===== src/rtl/pwm_pulse_capture_pkg.sv =====
// Shared servo timing constants and capture FSM encoding for the PWM receive path.
package pwm_pulse_capture_pkg;

  localparam int PWM_CNT_W     = 20;
  localparam int CLK_HZ        = 25_000_000;
  localparam int CYC_PER_MS    = CLK_HZ / 1000;

  // Servo frame and the three canonical pulse widths, in i_Clk cycles.
  localparam int FRAME_CYC     = 20 * CYC_PER_MS;
  localparam int PULSE_1P0_CYC = CYC_PER_MS;
  localparam int PULSE_1P5_CYC = (3 * CYC_PER_MS) / 2;
  localparam int PULSE_2P0_CYC = 2 * CYC_PER_MS;

  // Loss-of-signal window: 30 ms without a rising edge.
  localparam int TIMEOUT_CYC   = 30 * CYC_PER_MS;

  typedef enum logic [1:0] {
    S_ARM  = 2'd0,
    S_HIGH = 2'd1,
    S_LOW  = 2'd2
  } cap_state_e;

endpackage


===== src/rtl/pwm_edge_sync.sv =====
// Synchronizes the asynchronous PWM pin into i_Clk and detects its edges.
module pwm_edge_sync
  import pwm_pulse_capture_pkg::*;
#(
  parameter int SYNC_STAGES = 2
) (
  input  logic i_Clk,
  input  logic i_Rst,
  input  logic i_Pwm,
  output logic o_S,
  output logic o_Rise,
  output logic o_Fall
);

  logic [SYNC_STAGES-1:0] r_sync;
  logic                   r_prev;

  // Shift the pin through the synchronizer chain and keep one cycle of history.
  always_ff @(posedge i_Clk or posedge i_Rst) begin
    if (i_Rst) begin
      r_sync <= {SYNC_STAGES{1'b0}};
      r_prev <= 1'b0;
    end else begin
      r_sync <= {r_sync[SYNC_STAGES-2:0], i_Pwm};
      r_prev <= r_sync[SYNC_STAGES-1];
    end
  end

  assign o_S    = r_sync[SYNC_STAGES-1];
  assign o_Rise = r_sync[SYNC_STAGES-1] & ~r_prev;
  assign o_Fall = ~r_sync[SYNC_STAGES-1] & r_prev;

endmodule


===== src/rtl/pwm_pulse_capture.sv =====
// Measures high time and rise-to-rise period of a PWM line; flags loss of signal.
module pwm_pulse_capture
  import pwm_pulse_capture_pkg::*;
#(
  parameter int          CNT_W       = PWM_CNT_W,
  parameter int          SYNC_STAGES = 2,
  parameter int unsigned TIMEOUT     = TIMEOUT_CYC
) (
  input  logic             i_Clk,
  input  logic             i_Rst,
  input  logic             i_Pwm,
  output logic [CNT_W-1:0] o_Width,
  output logic [CNT_W-1:0] o_Period,
  output logic             o_Valid,
  output logic             o_Timeout
);

  localparam logic [CNT_W-1:0] CNT_ZERO = {CNT_W{1'b0}};
  localparam logic [CNT_W-1:0] CNT_ONE  = {{(CNT_W-1){1'b0}}, 1'b1};
  localparam logic [CNT_W-1:0] CNT_MAX  = {CNT_W{1'b1}};

  // Counters stick at all-ones so an over-long pulse never reads back as a short one.
  function automatic logic [CNT_W-1:0] sat_inc(input logic [CNT_W-1:0] v);
    if (v == CNT_MAX) begin
      sat_inc = v;
    end else begin
      sat_inc = v + CNT_ONE;
    end
  endfunction

  logic             w_s;
  logic             w_rise;
  logic             w_fall;
  logic             w_per_limit;
  cap_state_e       r_state;
  cap_state_e       w_state_nxt;
  logic [CNT_W-1:0] r_hi_cnt;
  logic [CNT_W-1:0] r_per_cnt;
  logic [CNT_W-1:0] w_hi_nxt;
  logic [CNT_W-1:0] w_per_nxt;
  logic             w_capture;
  logic             w_timeout_evt;
  logic [CNT_W-1:0] r_width;
  logic [CNT_W-1:0] r_period;
  logic             r_valid;
  logic             r_timeout;

  pwm_edge_sync #(
    .SYNC_STAGES(SYNC_STAGES)
  ) u_edge_sync (
    .i_Clk (i_Clk),
    .i_Rst (i_Rst),
    .i_Pwm (i_Pwm),
    .o_S   (w_s),
    .o_Rise(w_rise),
    .o_Fall(w_fall)
  );

  // Zero-extend before comparing so a TIMEOUT wider than the counter simply never fires.
  assign w_per_limit = (32'(r_per_cnt) >= TIMEOUT);

  // Next-state and counter update; a rise in S_LOW takes priority over the timeout.
  always_comb begin
    w_state_nxt   = r_state;
    w_hi_nxt      = r_hi_cnt;
    w_per_nxt     = r_per_cnt;
    w_capture     = 1'b0;
    w_timeout_evt = 1'b0;
    case (r_state)
      S_ARM: begin
        if (w_rise) begin
          w_state_nxt = S_HIGH;
          w_hi_nxt    = CNT_ONE;
          w_per_nxt   = CNT_ONE;
        end else begin
          w_state_nxt = S_ARM;
          w_hi_nxt    = CNT_ZERO;
          w_per_nxt   = CNT_ZERO;
        end
      end
      S_HIGH: begin
        if (w_per_limit) begin
          w_timeout_evt = 1'b1;
          w_state_nxt   = S_ARM;
          w_hi_nxt      = CNT_ZERO;
          w_per_nxt     = CNT_ZERO;
        end else begin
          w_per_nxt = sat_inc(r_per_cnt);
          if (w_s) begin
            w_hi_nxt = sat_inc(r_hi_cnt);
          end else begin
            w_hi_nxt = r_hi_cnt;
          end
          if (w_fall) begin
            w_state_nxt = S_LOW;
          end else begin
            w_state_nxt = S_HIGH;
          end
        end
      end
      S_LOW: begin
        if (w_rise) begin
          w_capture   = 1'b1;
          w_state_nxt = S_HIGH;
          w_hi_nxt    = CNT_ONE;
          w_per_nxt   = CNT_ONE;
        end else if (w_per_limit) begin
          w_timeout_evt = 1'b1;
          w_state_nxt   = S_ARM;
          w_hi_nxt      = CNT_ZERO;
          w_per_nxt     = CNT_ZERO;
        end else begin
          w_per_nxt = sat_inc(r_per_cnt);
        end
      end
      default: begin
        w_state_nxt = S_ARM;
        w_hi_nxt    = CNT_ZERO;
        w_per_nxt   = CNT_ZERO;
      end
    endcase
  end

  // FSM state and measurement counters.
  always_ff @(posedge i_Clk or posedge i_Rst) begin
    if (i_Rst) begin
      r_state   <= S_ARM;
      r_hi_cnt  <= CNT_ZERO;
      r_per_cnt <= CNT_ZERO;
    end else begin
      r_state   <= w_state_nxt;
      r_hi_cnt  <= w_hi_nxt;
      r_per_cnt <= w_per_nxt;
    end
  end

  // Published results: capture strobe, held measurement and sticky loss-of-signal flag.
  always_ff @(posedge i_Clk or posedge i_Rst) begin
    if (i_Rst) begin
      r_width   <= CNT_ZERO;
      r_period  <= CNT_ZERO;
      r_valid   <= 1'b0;
      r_timeout <= 1'b0;
    end else begin
      r_valid <= w_capture;
      if (w_capture) begin
        r_width   <= r_hi_cnt;
        r_period  <= r_per_cnt;
        r_timeout <= 1'b0;
      end else if (w_timeout_evt) begin
        r_timeout <= 1'b1;
      end else begin
        r_timeout <= r_timeout;
      end
    end
  end

  assign o_Width   = r_width;
  assign o_Period  = r_period;
  assign o_Valid   = r_valid;
  assign o_Timeout = r_timeout;

endmodule


===== config.mk =====
export PLATFORM = sky130hd
export DESIGN_NAME = pwm_pulse_capture
export DESIGN_NICKNAME = d
export VERILOG_FILES = /design/src/rtl/pwm_pulse_capture_pkg.sv /design/src/rtl/pwm_edge_sync.sv /design/src/rtl/pwm_pulse_capture.sv
export SDC_FILE = /design/constraint.sdc
export NUM_CORES = 1
export LEC_CHECK = 0
export CAP_MARGIN = 20
export CORE_ASPECT_RATIO = 0.9
export CORE_MARGIN = 4
export CORE_UTILIZATION = 44
export CTS_BUF_LIST = sky130_fd_sc_hd__clkbuf_4
export DETAILED_ROUTE_END_ITERATION = 10
export PLACE_DENSITY_LB_ADDON = 0.2
export REMOVE_ABC_BUFFERS = 1
export SLEW_MARGIN = 20
export SYNTH_ARGS = -nofsm -noshare
export SYNTH_HDL_FRONTEND = slang
export SYNTH_SLANG_ARGS = --single-unit
export TNS_END_PERCENT = 5

===== constraint.sdc =====
create_clock -name i_Clk -period 3.12 [get_ports i_Clk]
set_input_delay 0.468 -clock i_Clk [delete_from_list [all_inputs] [get_ports i_Clk]]
set_output_delay 0.468 -clock i_Clk [all_outputs]
set_load 0.02 [all_outputs]

==> results by group <==
Run status
  • Status: complete, no violations

Global route
  • Initial antenna violation count: 0
  • Vias in the first global route: 2933
  • Gr ovfl total: 0
  • First-pass GRT wire length: roughly 15000 µm
  • Total GRT Usage: 16.1%
  • Largest net degree at the start of global routing: 48

Drt
  • Met1 wire length: between 4000 and 5000 µm
  • Antenna-violating nets left: 0
  • Total wire length: 8720 µm
  • Pre-antenna DRT Iters: 4
  • Wire per inst: 15.8 µm
  • DR iter-0 viols: 179
  • DR top layer: met4
  • Via Count: 3173
  • Routed met2 length: 3660 µm
  • WL met3: ~490 µm
  • Drt drc: 0
  • Avg Vias per Cell: 5.75

CTS
  • CTS buffer count: 9
  • CTS root buf: clkbuf_4
  • Post-CTS Setup Repair Bufs: 0
  • CTS sink count: 87
  • H-tree levels: 3
  • Hold Buf Count CTS: 0
  • Reg clk slew, reported paths: approximately 120 ps
  • Clock Path Buffers: 2
  • PostCTS Resize Cnt: 0
  • CTS tree: done
  • Clk_lat worst skew: about 440 ps

Floorplan
  • Num rows: 33
  • Initial Utilization: 46.2%
  • Core ar.: 9290 µm²
  • Die area: between 10000 and 15000 µm²
  • IO Pins: between 40 and 50
  • Width of the die: 112 µm
  • Die height: 102 µm

Timing
  • RSZ-0062 raised after global routing: no
  • Post-route minimum period: 2500 ps
  • Slew Limit Fails: 0
  • # setup viols final: 0
  • Tcrit/Tclk final: 80.1%
  • Peak Freq: 400 MHz
  • Final Hold Vio Count: 0
  • Relative slew margins: 31.2%
  • Final TNS setup: 0 ps
  • Clk_skew: 12.5 ps
  • Slew @ Worst Pin: 1030 ps
  • WHS: 366 ps

Finish
  • Most common cell after layout, fill and taps aside: dfrtp_1
  • Area growth, synth to finish: 16.4%
  • Final Instance Area: around 5000 µm²
  • Final net count: 435
  • Non-Filler Instances: 552
  • Share of layout cells above drive strength 1: 15.6%
  • Final Util: 53.7%
  • Most frequent cells in the layout: dfrtp_1 (87), clkdlybuf4s50_1 (44), mux2_2 (36)
  • Antenna diodes: 0

Yosys
  • Main synth FF type: dfrtp_1
  • Yosys warns: 0
  • Number of flops mapped to enable cells by yosys: 0
  • Seq cells post-synth: 87
  • Async S/R FF share, synth: 100%
  • Syn Area/Cell: 10.9 µm²
  • Gate Count Post-Synth: 392
  • Synth cell types: 56
  • Sequential area share after synthesis: 50.7%
  • Post-Syn Area: 4290 µm²

Worst setup path
  • Worst endpoint data arrival time: 2800 ps
  • Worst setup EP type: flop
  • Reg-to-Reg Start: r_state[0]
  • Critical Path Start Type: flop
  • CP required: 3420 ps
  • Worst setup path endpoint: r_hi_cnt[11]
  • Setup slack, reg-to-reg: 620 ps
  • Maximum fanout along the worst path: 13
  • Worst-case reg-to-reg path depth: 6
  • End of the worst register-to-register path: r_hi_cnt[11]
  • Crit Path Class: flop to flop
  • Crit. Startpoint: r_state[0]

Placement
  • Placed insts: approximately 540
  • Hpwl dp: 5820 µm
  • PortBufs: 44
  • GP Congestion: 0.848
  • Placed inst area: 4780 µm²

Hold path
  • Worst hold path class: flop to flop
  • Worst min-delay path startpoint: u_edge_sync.r_sync[0]

Power
  • Static leakage: 2.13 nW
  • Power per cell area: around 520 nW/µm²
  • Worst ir drop on vdd: 337 µV

Flow run
  • Max Cap Violations: 0
Yosys cell counts (2+ instances only):
cell	count	area, µm²
a2111oi_2	2	30.0
a211oi_1	5	37.5
a21oi_1	16	80.1
a31oi_1	8	50.1
a32o_1	5	50.1
and2_1	4	25.0
and3_1	5	31.3
and4_1	4	35.0
buf_2	10	50.1
buf_6	4	45.0
clkbuf_1	9	33.8
dfrtp_1	87	2180
ha_1	7	87.6
inv_1	9	33.8
mux2_2	36	405
mux2i_1	2	20.0
nand2_1	27	101
nand2b_1	2	12.5
nand3_1	17	85.1
nand4_1	10	62.6
nand4b_1	2	17.5
nor2_1	30	113
nor2b_1	4	25.0
nor3_1	3	15.0
nor3_2	2	20.0
nor3b_1	2	15.0
nor4_1	2	12.5
o21ai_0	13	65.1
o22ai_1	3	18.8
o311ai_0	12	105
o31ai_1	10	75.1
or2_2	2	12.5
xnor2_1	15	131
power by group:
part           total [W]  switching [W]  internal (W)
clock           0.000870       0.000376      0.000494
combinational   0.000508       0.000325      0.000182
sequential       0.00123      0.0000508       0.00118
total            0.00261       0.000752       0.00186
layout make-up:
class | count | area [µm²]
Clock buffer | 10 | 75.1
Clock inverter | 6 | 133
Fill cell | 845 | 4300
Inverter | 9 | 35.0
Multi-Input combinational cell | 270 | 1940
Sequential cell | 87 | 2180
Tap cell | 122 | 153
Timing Repair Buffer | 48 | 483
flip-flops by register name (all words and copies together), names as in the netlist:
signal              count
u_edge_sync.r_prev      1
o_Timeout               1
r_state                 2
o_Period               20
u_edge_sync.r_sync      2
o_Width                20
o_Valid                 1
r_hi_cnt               20
r_per_cnt              20
worst min path at each step:
| stage | depth (start not counted) | slack (ps) | end |
|---|---|---|---|
| global route | 0 | 370 | u_edge_sync.r_sync[1] |
| detailed placement | 0 | 340 | u_edge_sync.r_sync[1] |
| floorplan | 0 | 330 | u_edge_sync.r_sync[1] |
| CTS | 0 | 370 | u_edge_sync.r_sync[1] |
| finish | 0 | 370 | u_edge_sync.r_sync[1] |
| global placement | 0 | 330 | u_edge_sync.r_sync[1] |
cells by family (layout without fill, tap and decap cells):
family                     Yosys count  count (layout)  synth area share (%)
xor gates and xnor gates            15              15                  3.06
AOI/OAI and AO/OA                   85              85                  14.2
muxes                               38              38                  9.92
buffers and inverters               35              73                  4.17
DFF                                 87              87                  50.7
and+or+nand+nor                    125             125                  15.9
adders and majority gates            7               7                  2.04
worst max-delay path, stage by stage (launching register included):
cell and delay (ps):
dfrtp_1 420, inv_1 80, ha_1 300, a21oi_1 610, and4b_1 440, o311ai_0 380
o21ai_0 140
metrics by stage:
stage / total power (W) / worst slack (ps)
after floorplan: 0.00160 / 402
after global placement: 0.00175 / 769
after detailed placement: 0.00176 / 687
after CTS: 0.00264 / 663
after global routing: 0.00276 / 368
final: 0.00261 / 621
per-layer routing:
| metal | track usage (%) | vias to the layer above |
|---|---|---|
| met5 | 0 | - |
| met4 | 4.90 | 0 |
| met3 | 4.84 | 8 |
| met2 | 22.1 | 101 |
| met1 | 24.3 | 1552 |
| li1 | - | 1512 |
(Power assumes the default switching activity.)
